--- src/rtl/msgdma_frame_sequencer_if.sv ---
// Dispatcher-facing buses of the frame sequencer: CSR status read port and descriptor write slave.
interface msgdma_frame_sequencer_if;
  logic [2:0]  csr_address;
  logic        csr_read;
  logic        csr_waitrequest;
  logic [31:0] csr_readdata;
  logic [1:0]  desc_address;
  logic        desc_write;
  logic [31:0] desc_writedata;
  logic        desc_waitrequest;

  modport master (
    output csr_address, csr_read,
    input  csr_waitrequest, csr_readdata,
    output desc_address, desc_write, desc_writedata,
    input  desc_waitrequest
  );

  modport slave (
    input  csr_address, csr_read,
    output csr_waitrequest, csr_readdata,
    input  desc_address, desc_write, desc_writedata,
    output desc_waitrequest
  );
endinterface

--- src/rtl/msgdma_frame_sequencer.sv ---
// Writes one mSGDMA descriptor per frame line (SOP on line 0, EOP on last); FRAME_SEQ_DOUBLE_BUFFER_EN alternates frame bases.
// Latency: start -> csr_read next cycle; 7 cycles per descriptor minimum, all outputs registered.
// Backpressure: re-polls while dispatcher buffer full; each descriptor word held until waitrequest is low.
module msgdma_frame_sequencer #(
  parameter logic [31:0] BASE_ADDR    = 32'h3000_0000,
  parameter int unsigned LINE_BYTES   = 4096,
  parameter int unsigned STRIDE_BYTES = 4096,
  parameter int unsigned NUM_LINES    = 1080
) (
  input  logic        clk,
  input  logic        rst,
  input  logic        start,
  input  logic        continuous,
  input  logic        stop,
  output logic        busy,
  output logic        frame_done,
  output logic [15:0] frame_count,
  msgdma_frame_sequencer_if.master bus
);

  localparam logic [15:0] LAST_LINE = 16'(NUM_LINES - 1);
  localparam logic [31:0] LINE_LEN  = 32'(LINE_BYTES);
  localparam logic [31:0] STRIDE    = 32'(STRIDE_BYTES);

  typedef enum logic [2:0] {
    IDLE, POLL, POLL_WAIT, WR_RADDR, WR_WADDR, WR_LEN, WR_CTRL, NEXT
  } state_t;

  state_t      state, state_nxt;
  logic [15:0] line;
  logic [31:0] rd_addr;
  logic        stop_pend;
  logic        csr_read_q;
  logic        desc_write_q;
  logic [1:0]  desc_address_q;
  logic [31:0] desc_writedata_q;
  logic [1:0]  wr_adr_nxt;
  logic [31:0] wr_dat_nxt;
  logic [31:0] cur_base, nxt_base;
  logic        last_line, stop_eff;
  logic        unused_csr_bits;

  assign last_line = (line == LAST_LINE);
  assign stop_eff  = stop_pend | stop;
  assign unused_csr_bits = ^{bus.csr_readdata[31:3], bus.csr_readdata[1:0]};

`ifdef FRAME_SEQ_DOUBLE_BUFFER_EN
  localparam logic [31:0] FRAME_BYTES = 32'(NUM_LINES) * STRIDE;
  // Even frame_count reads buffer 0, odd reads buffer 1.
  assign cur_base = frame_count[0] ? BASE_ADDR + FRAME_BYTES : BASE_ADDR;
  assign nxt_base = frame_count[0] ? BASE_ADDR : BASE_ADDR + FRAME_BYTES;
`else
  assign cur_base = BASE_ADDR;
  assign nxt_base = BASE_ADDR;
`endif

  always_comb begin
    state_nxt = state;
    unique case (state)
      IDLE:      if (start) state_nxt = POLL;
      POLL:      if (!bus.csr_waitrequest) state_nxt = POLL_WAIT;
      POLL_WAIT: state_nxt = bus.csr_readdata[2] ? POLL : WR_RADDR;
      WR_RADDR:  if (!bus.desc_waitrequest) state_nxt = WR_WADDR;
      WR_WADDR:  if (!bus.desc_waitrequest) state_nxt = WR_LEN;
      WR_LEN:    if (!bus.desc_waitrequest) state_nxt = WR_CTRL;
      WR_CTRL:   if (!bus.desc_waitrequest) state_nxt = NEXT;
      NEXT: begin
        if (last_line) state_nxt = (continuous && !stop_eff) ? POLL : IDLE;
        else           state_nxt = stop_eff ? IDLE : POLL;
      end
      default:   state_nxt = IDLE;
    endcase
  end

  // Descriptor bus contents are decoded from the upcoming state so they register alongside it.
  always_comb begin
    wr_adr_nxt = 2'd0;
    wr_dat_nxt = 32'd0;
    case (state_nxt)
      WR_RADDR: begin wr_adr_nxt = 2'd0; wr_dat_nxt = rd_addr; end
      WR_WADDR: begin wr_adr_nxt = 2'd1; wr_dat_nxt = 32'd0; end
      WR_LEN:   begin wr_adr_nxt = 2'd2; wr_dat_nxt = LINE_LEN; end
      WR_CTRL: begin
        wr_adr_nxt = 2'd3;
        wr_dat_nxt = {1'b1, 21'd0, last_line, (line == 16'd0), 8'd0};
      end
      default: ;
    endcase
  end

  always_ff @(posedge clk) begin
    if (rst) begin
      state            <= IDLE;
      line             <= 16'd0;
      rd_addr          <= 32'd0;
      stop_pend        <= 1'b0;
      busy             <= 1'b0;
      frame_done       <= 1'b0;
      frame_count      <= 16'd0;
      csr_read_q       <= 1'b0;
      desc_write_q     <= 1'b0;
      desc_address_q   <= 2'd0;
      desc_writedata_q <= 32'd0;
    end else begin
      state            <= state_nxt;
      busy             <= (state_nxt != IDLE);
      csr_read_q       <= (state_nxt == POLL);
      desc_write_q     <= state_nxt inside {WR_RADDR, WR_WADDR, WR_LEN, WR_CTRL};
      desc_address_q   <= wr_adr_nxt;
      desc_writedata_q <= wr_dat_nxt;
      frame_done       <= 1'b0;
      if (state != IDLE && stop) stop_pend <= 1'b1;
      case (state)
        IDLE: begin
          if (start) begin
            line      <= 16'd0;
            rd_addr   <= cur_base;
            stop_pend <= 1'b0;
          end
        end
        NEXT: begin
          if (last_line) begin
            frame_done  <= 1'b1;
            frame_count <= frame_count + 16'd1;
            line        <= 16'd0;
            rd_addr     <= nxt_base;
          end else begin
            line    <= line + 16'd1;
            rd_addr <= rd_addr + STRIDE;
          end
          if (state_nxt == IDLE) stop_pend <= 1'b0;
        end
        default: ;
      endcase
    end
  end

  assign bus.csr_address    = 3'd0;
  assign bus.csr_read       = csr_read_q;
  assign bus.desc_write     = desc_write_q;
  assign bus.desc_address   = desc_address_q;
  assign bus.desc_writedata = desc_writedata_q;

endmodule

--- src/flat_wrapper.sv ---
// flat-port wrapper written by rule: the top's interface ports become plain ports
module msgdma_frame_sequencer_flat 
#(
  parameter logic [31:0] BASE_ADDR    = 32'h3000_0000,
  parameter int unsigned LINE_BYTES   = 4096,
  parameter int unsigned STRIDE_BYTES = 4096,
  parameter int unsigned NUM_LINES    = 1080
)
  (clk, rst, start, continuous, stop, busy, frame_done, frame_count, bus_csr_address, bus_csr_read, bus_csr_waitrequest, bus_csr_readdata, bus_desc_address, bus_desc_write, bus_desc_writedata, bus_desc_waitrequest);
  msgdma_frame_sequencer_if bus_i ();
  input  logic clk;
  input  logic rst;
  input  logic start;
  input  logic continuous;
  input  logic stop;
  output logic busy;
  output logic frame_done;
  output logic [15:0] frame_count;
  output wire logic [$bits(bus_i.csr_address)-1:0] bus_csr_address;
  output wire logic [$bits(bus_i.csr_read)-1:0] bus_csr_read;
  input wire logic [$bits(bus_i.csr_waitrequest)-1:0] bus_csr_waitrequest;
  input wire logic [$bits(bus_i.csr_readdata)-1:0] bus_csr_readdata;
  output wire logic [$bits(bus_i.desc_address)-1:0] bus_desc_address;
  output wire logic [$bits(bus_i.desc_write)-1:0] bus_desc_write;
  output wire logic [$bits(bus_i.desc_writedata)-1:0] bus_desc_writedata;
  input wire logic [$bits(bus_i.desc_waitrequest)-1:0] bus_desc_waitrequest;
  assign bus_csr_address = bus_i.csr_address;
  assign bus_csr_read = bus_i.csr_read;
  assign bus_i.csr_waitrequest = bus_csr_waitrequest;
  assign bus_i.csr_readdata = bus_csr_readdata;
  assign bus_desc_address = bus_i.desc_address;
  assign bus_desc_write = bus_i.desc_write;
  assign bus_desc_writedata = bus_i.desc_writedata;
  assign bus_i.desc_waitrequest = bus_desc_waitrequest;
  msgdma_frame_sequencer #(.BASE_ADDR(BASE_ADDR), .LINE_BYTES(LINE_BYTES), .STRIDE_BYTES(STRIDE_BYTES), .NUM_LINES(NUM_LINES)) u_core (.clk(clk), .rst(rst), .start(start), .continuous(continuous), .stop(stop), .busy(busy), .frame_done(frame_done), .frame_count(frame_count), .bus(bus_i));
endmodule
--- config.mk ---
export PLATFORM = sky130hd
export DESIGN_NAME = msgdma_frame_sequencer_flat
export DESIGN_NICKNAME = d
export VERILOG_FILES = /design/src/rtl/msgdma_frame_sequencer_if.sv /design/src/rtl/msgdma_frame_sequencer.sv /design/src/flat_wrapper.sv
export SDC_FILE = /design/constraint.sdc
export NUM_CORES = 1
export LEC_CHECK = 0
export BUFFER_PORTS_ARGS = -buffer_cell sky130_fd_sc_hd__buf_4
export CAP_MARGIN = 20
export CORE_ASPECT_RATIO = 1.75
export CORE_MARGIN = 1.5
export CORE_UTILIZATION = 30
export DETAILED_ROUTE_END_ITERATION = 8
export SYNTH_ARGS = -nofsm -noshare
export SYNTH_HDL_FRONTEND = slang
export SYNTH_SLANG_ARGS = --single-unit
--- constraint.sdc ---
create_clock -name clk -period 6.75 [get_ports clk]
set_clock_uncertainty 0.15 [all_clocks]
set_input_delay 1.35 -clock clk [delete_from_list [all_inputs] [get_ports clk]]
set_output_delay 1.35 -clock clk [all_outputs]
set_load 0.01 [all_outputs]
==> flow_summary.yaml <==
global_routing:
  number_of_antenna_violations_at_the_first_check_in_global_routing: 0
  gr-usage-met3_pct: 2.84
  grt_pass1_wl_um: 14700
  globalRouteOverflowTotal: 0
  grtUsageMet2_pct: 24.8
  grt_pass1_vias: 3132
  globalRouteMet1Util_pct: 14.8
  grt_max_degree: 37
  globalRoute.busiestLayer: "met2"
  track_usage_pct: 13.7
route:
  wire_per_inst_um: 13.3
  wirelength_um: 9080
  firstDrtPassIters: 4
  viasPerCell: 5.00
  via_count: 3413
  drt_drc_violations_left: 0
  detail-route-antenna-nets: 0
  detail_route.iter0.violations: 220
timing:
  maxSlewViolCount: 0
  setup_repair_after_global_routing_missed_its_margin: "false"
  final_critical_period_ps: 3110
  final.hold.worst_slack_ps: 336
  final_tns_setup_ps: 0
  maxSlewHeadroom_pct: 35.9
  min_period_over_period_pct: 46.1
  timing.fmax_mhz: 321
  tightest_pin_transition_ps: 953
  setup_violations: 0
  slack_of_the_critical_path_ps: 3640
  final_count_of_hold_timing_violations: 0
worst_setup_path:
  cells_along_the_critical_path: "buf_4 > or4b_2 > nand2_1 > nor2_1 > buf_4 > nor2_1 > nor2_1"
  start_kind: "input pin"
  path_buf_inv: 2
  arrival_ps: 3180
  criticalPathCategory: "input pin to flip-flop"
  r2r_cells: 5
  max_stage_delay_ps: 650
  required_ps: 6810
  critPathCaptureType: "flip-flop"
  crit-reg2reg-capture: "u_core.frame_count[9]"
  setup.worst_path.end: "u_core.line[13]"
  cpMaxStageDelayCell: "or4b_2"
  worst_path_dominant_cell_family: "simple AND/OR/NAND/NOR gates"
  startpoint: "start"
  critical_path.max_fanout: 15
  reg2reg_launch_point: "u_core.state[2]"
  critPathMostFrequentCell: "nor2_1"
  crit_cells: 7
  reg2reg_setup_slack_ps: 3650
synthesis:
  synthesis.yosys.warnings: 0
  synth_cell_types: 54
  synthesis.area_um2: 3900
  synth_edf_count: 0
  async_reset_ff_share_pct: 0
  yosys_register_bits: 85
  postSynth.topFlopCell: "dfxtp_1"
  yosys.cell_count.top_type: "dfxtp_1"
  post-synth-top-area-cell: "dfxtp_1"
  synth.cells.most_frequent: "dfxtp_1 (85), nor2_1 (40), o21ai_0 (36)"
  synth_seq_area_share_pct: 43.6
  synth_area_per_cell_um2: 8.35
  netlist_instances: 467
  post-synth-top-area-fraction_pct: 43.6
  yosys-top-cells-area: "dfxtp_1 (44%), o21ai_0 (4.6%), a21oi_1 (3.9%)"
layout:
  area.growth.synth_to_final_pct: 21.5
  share_of_final_layout_standard_cells_stronger_than_drive_strength_1_pct: 18.1
  num-fill-cells: 1281
  fin_nets: 552
  post_layout_nonfiller_instances: 682
  final_core_util_pct: 37.7
  antenna-diode-count: 0
cts:
  postCtsSetupBuffers: 0
  cts_inserted_buffers: 9
  clk-insertion-delay-late_ps: 340
  ctsRootBufferMaster: "clkbuf_16"
  ctsHoldBuffers: 0
  htreeDepth: 3
  clkTransAtPathRegs_ps: 60
  postCtsResizedCells: 0
  cts.sink_count: 85
  tritoncts: "built"
  cts-root-to-sink-buffers: 2
worst_hold_path:
  hold_path_startpoint: "u_core.rd_addr[31]"
  min-delay-path-class: "flip-flop to flip-flop"
place:
  io_buffer_count: 61
  gp_congestion: 0.800
  hpwl_um: 6440
  detailedPlace.worstSlack_ps: 3300
  place.detailed.instances: 666
floorplan:
  placementRows: 54
  die_width_um: 89.2
  die-area_um2: 13700
  floorplan.initialDensity_pct: 31.0
  core-area_um2: 12600
  die-height_um: 154
  floorplan.io_pins: 96
power:
  internal_power_mw: 0.844
  power.density_nw_per_um2: 227
  power.share.combinational_pct: 4.5
  pwr-share-seq_pct: 47.6
  p_sw_mw: 0.234
  peakVddDrop_mv: 0.157
  leakagePower_nw: 1.79
  switching_share_pct: 21.7
  clockPowerShare_pct: 47.9
run:
  max_cap_viols: 0
status:
  outcome: "finished clean"
==> layer usage <==
metal | vias to the layer above | part of all wire (%)
met5 | - | 0
met4 | 0 | 2.0
met3 | 11 | 3.5
met2 | 74 | 53
met1 | 1603 | 42
li1 | 1725 | -
==> cells in the final DEF, fill, tap and decap left out, types with 2 or more instances in the layout <==
master,instances
dfxtp_1,85
buf_4,64
nor2_1,40
o21ai_0,36
nand2_1,34
a21oi_1,30
nand3_1,28
and2_1,21
nor3_1,18
and3_1,13
xor2_1,13
inv_1,12
or3_1,10
nand4_1,9
clkbuf_16,9
a31oi_1,8
and4_1,6
nor4_1,6
xnor2_1,6
a21o_1,5
nand2b_1,4
nor2b_1,4
ha_1,4
conb_1,4
nor4_2,3
o21a_1,3
nand3b_1,3
clkbuf_8,3
or2_2,2
a211oi_1,2
o31ai_1,2
or4_1,2
mux2i_1,2
nor4b_1,2
clkinv_4,2
==> power groups by stage <==
stage | clock network [mW] | registers, mW | logic [mW]
2_1_floorplan | 0 | 0.521 | 0.0360
3_3_place_gp | 0 | 0.524 | 0.0474
3_5_place_dp | 0 | 0.524 | 0.0481
4_1_cts | 0.531 | 0.513 | 0.0482
5_1_grt | 0.549 | 0.514 | 0.0541
6_report | 0.516 | 0.513 | 0.0483
==> area by class of cell <==
class | instances | area [um2] | area share (%)
clock buffers | 12 | 267 | 5.62
clock inverters | 4 | 55.1 | 1.16
inverters | 12 | 45.0 | 0.951
multi-input cells | 337 | 1980 | 41.8
flip-flops and latches | 85 | 1700 | 35.9
well taps | 168 | 210 | 4.44
repair buffers | 64 | 480 | 10.1
==> worst min-delay path by stage <==
stage               cells after the start  slack, ps                       endpoint
finish                                  1        340  u_core.bus.desc_writedata[31]
global route                            1        350  u_core.bus.desc_writedata[31]
CTS                                     1        340  u_core.bus.desc_writedata[31]
detailed placement                      1        330             u_core.rd_addr[31]
global placement                        1        320             u_core.rd_addr[31]
floorplan                               1        290             u_core.rd_addr[30]
==> worst reg2reg max path: cells and delay by family, from the launching register on <==
| kind | cells | cell delay (ps) |
|---|---|---|
| compound gates | 1 | 140 |
| flops | 1 | 720 |
| simple gates | 4 | 2030 |
==> sequential cells by signal, indices dropped and copies added (netlist names) <==
signal / count
u_core.bus.csr_read: 1
u_core.rd_addr: 20
u_core.bus.desc_write: 1
u_core.frame_done: 1
u_core.bus.desc_address: 2
u_core.line: 16
u_core.frame_count: 16
u_core.state: 3
u_core.busy: 1
u_core.bus.desc_writedata: 23
u_core.stop_pend: 1
==> logic make-up (layout without fill, tap and decap cells) <==
| group | after synthesis | count (layout) | share of synthesized area (%) |
|---|---|---|---|
| mux | 2 | 2 | 0.513 |
| fa+ha+maj | 4 | 4 | 1.28 |
| compound gates | 95 | 95 | 14.3 |
| other cells | 1 | 4 | 0.0962 |
| simple gates | 213 | 213 | 29.9 |
| buf+inv | 48 | 92 | 6.03 |
| xor+xnor | 19 | 19 | 4.27 |
| flops | 85 | 85 | 43.6 |
==> per-stage QoR <==
stage | area [um2] | total power, mW
floorplan | 3910 | 0.557
global placement | 4420 | 0.571
detailed placement | 4420 | 0.572
CTS | 4740 | 1.09
global route | 4740 | 1.12
finish | 4740 | 1.08
Power figures use the tool's default switching activity.
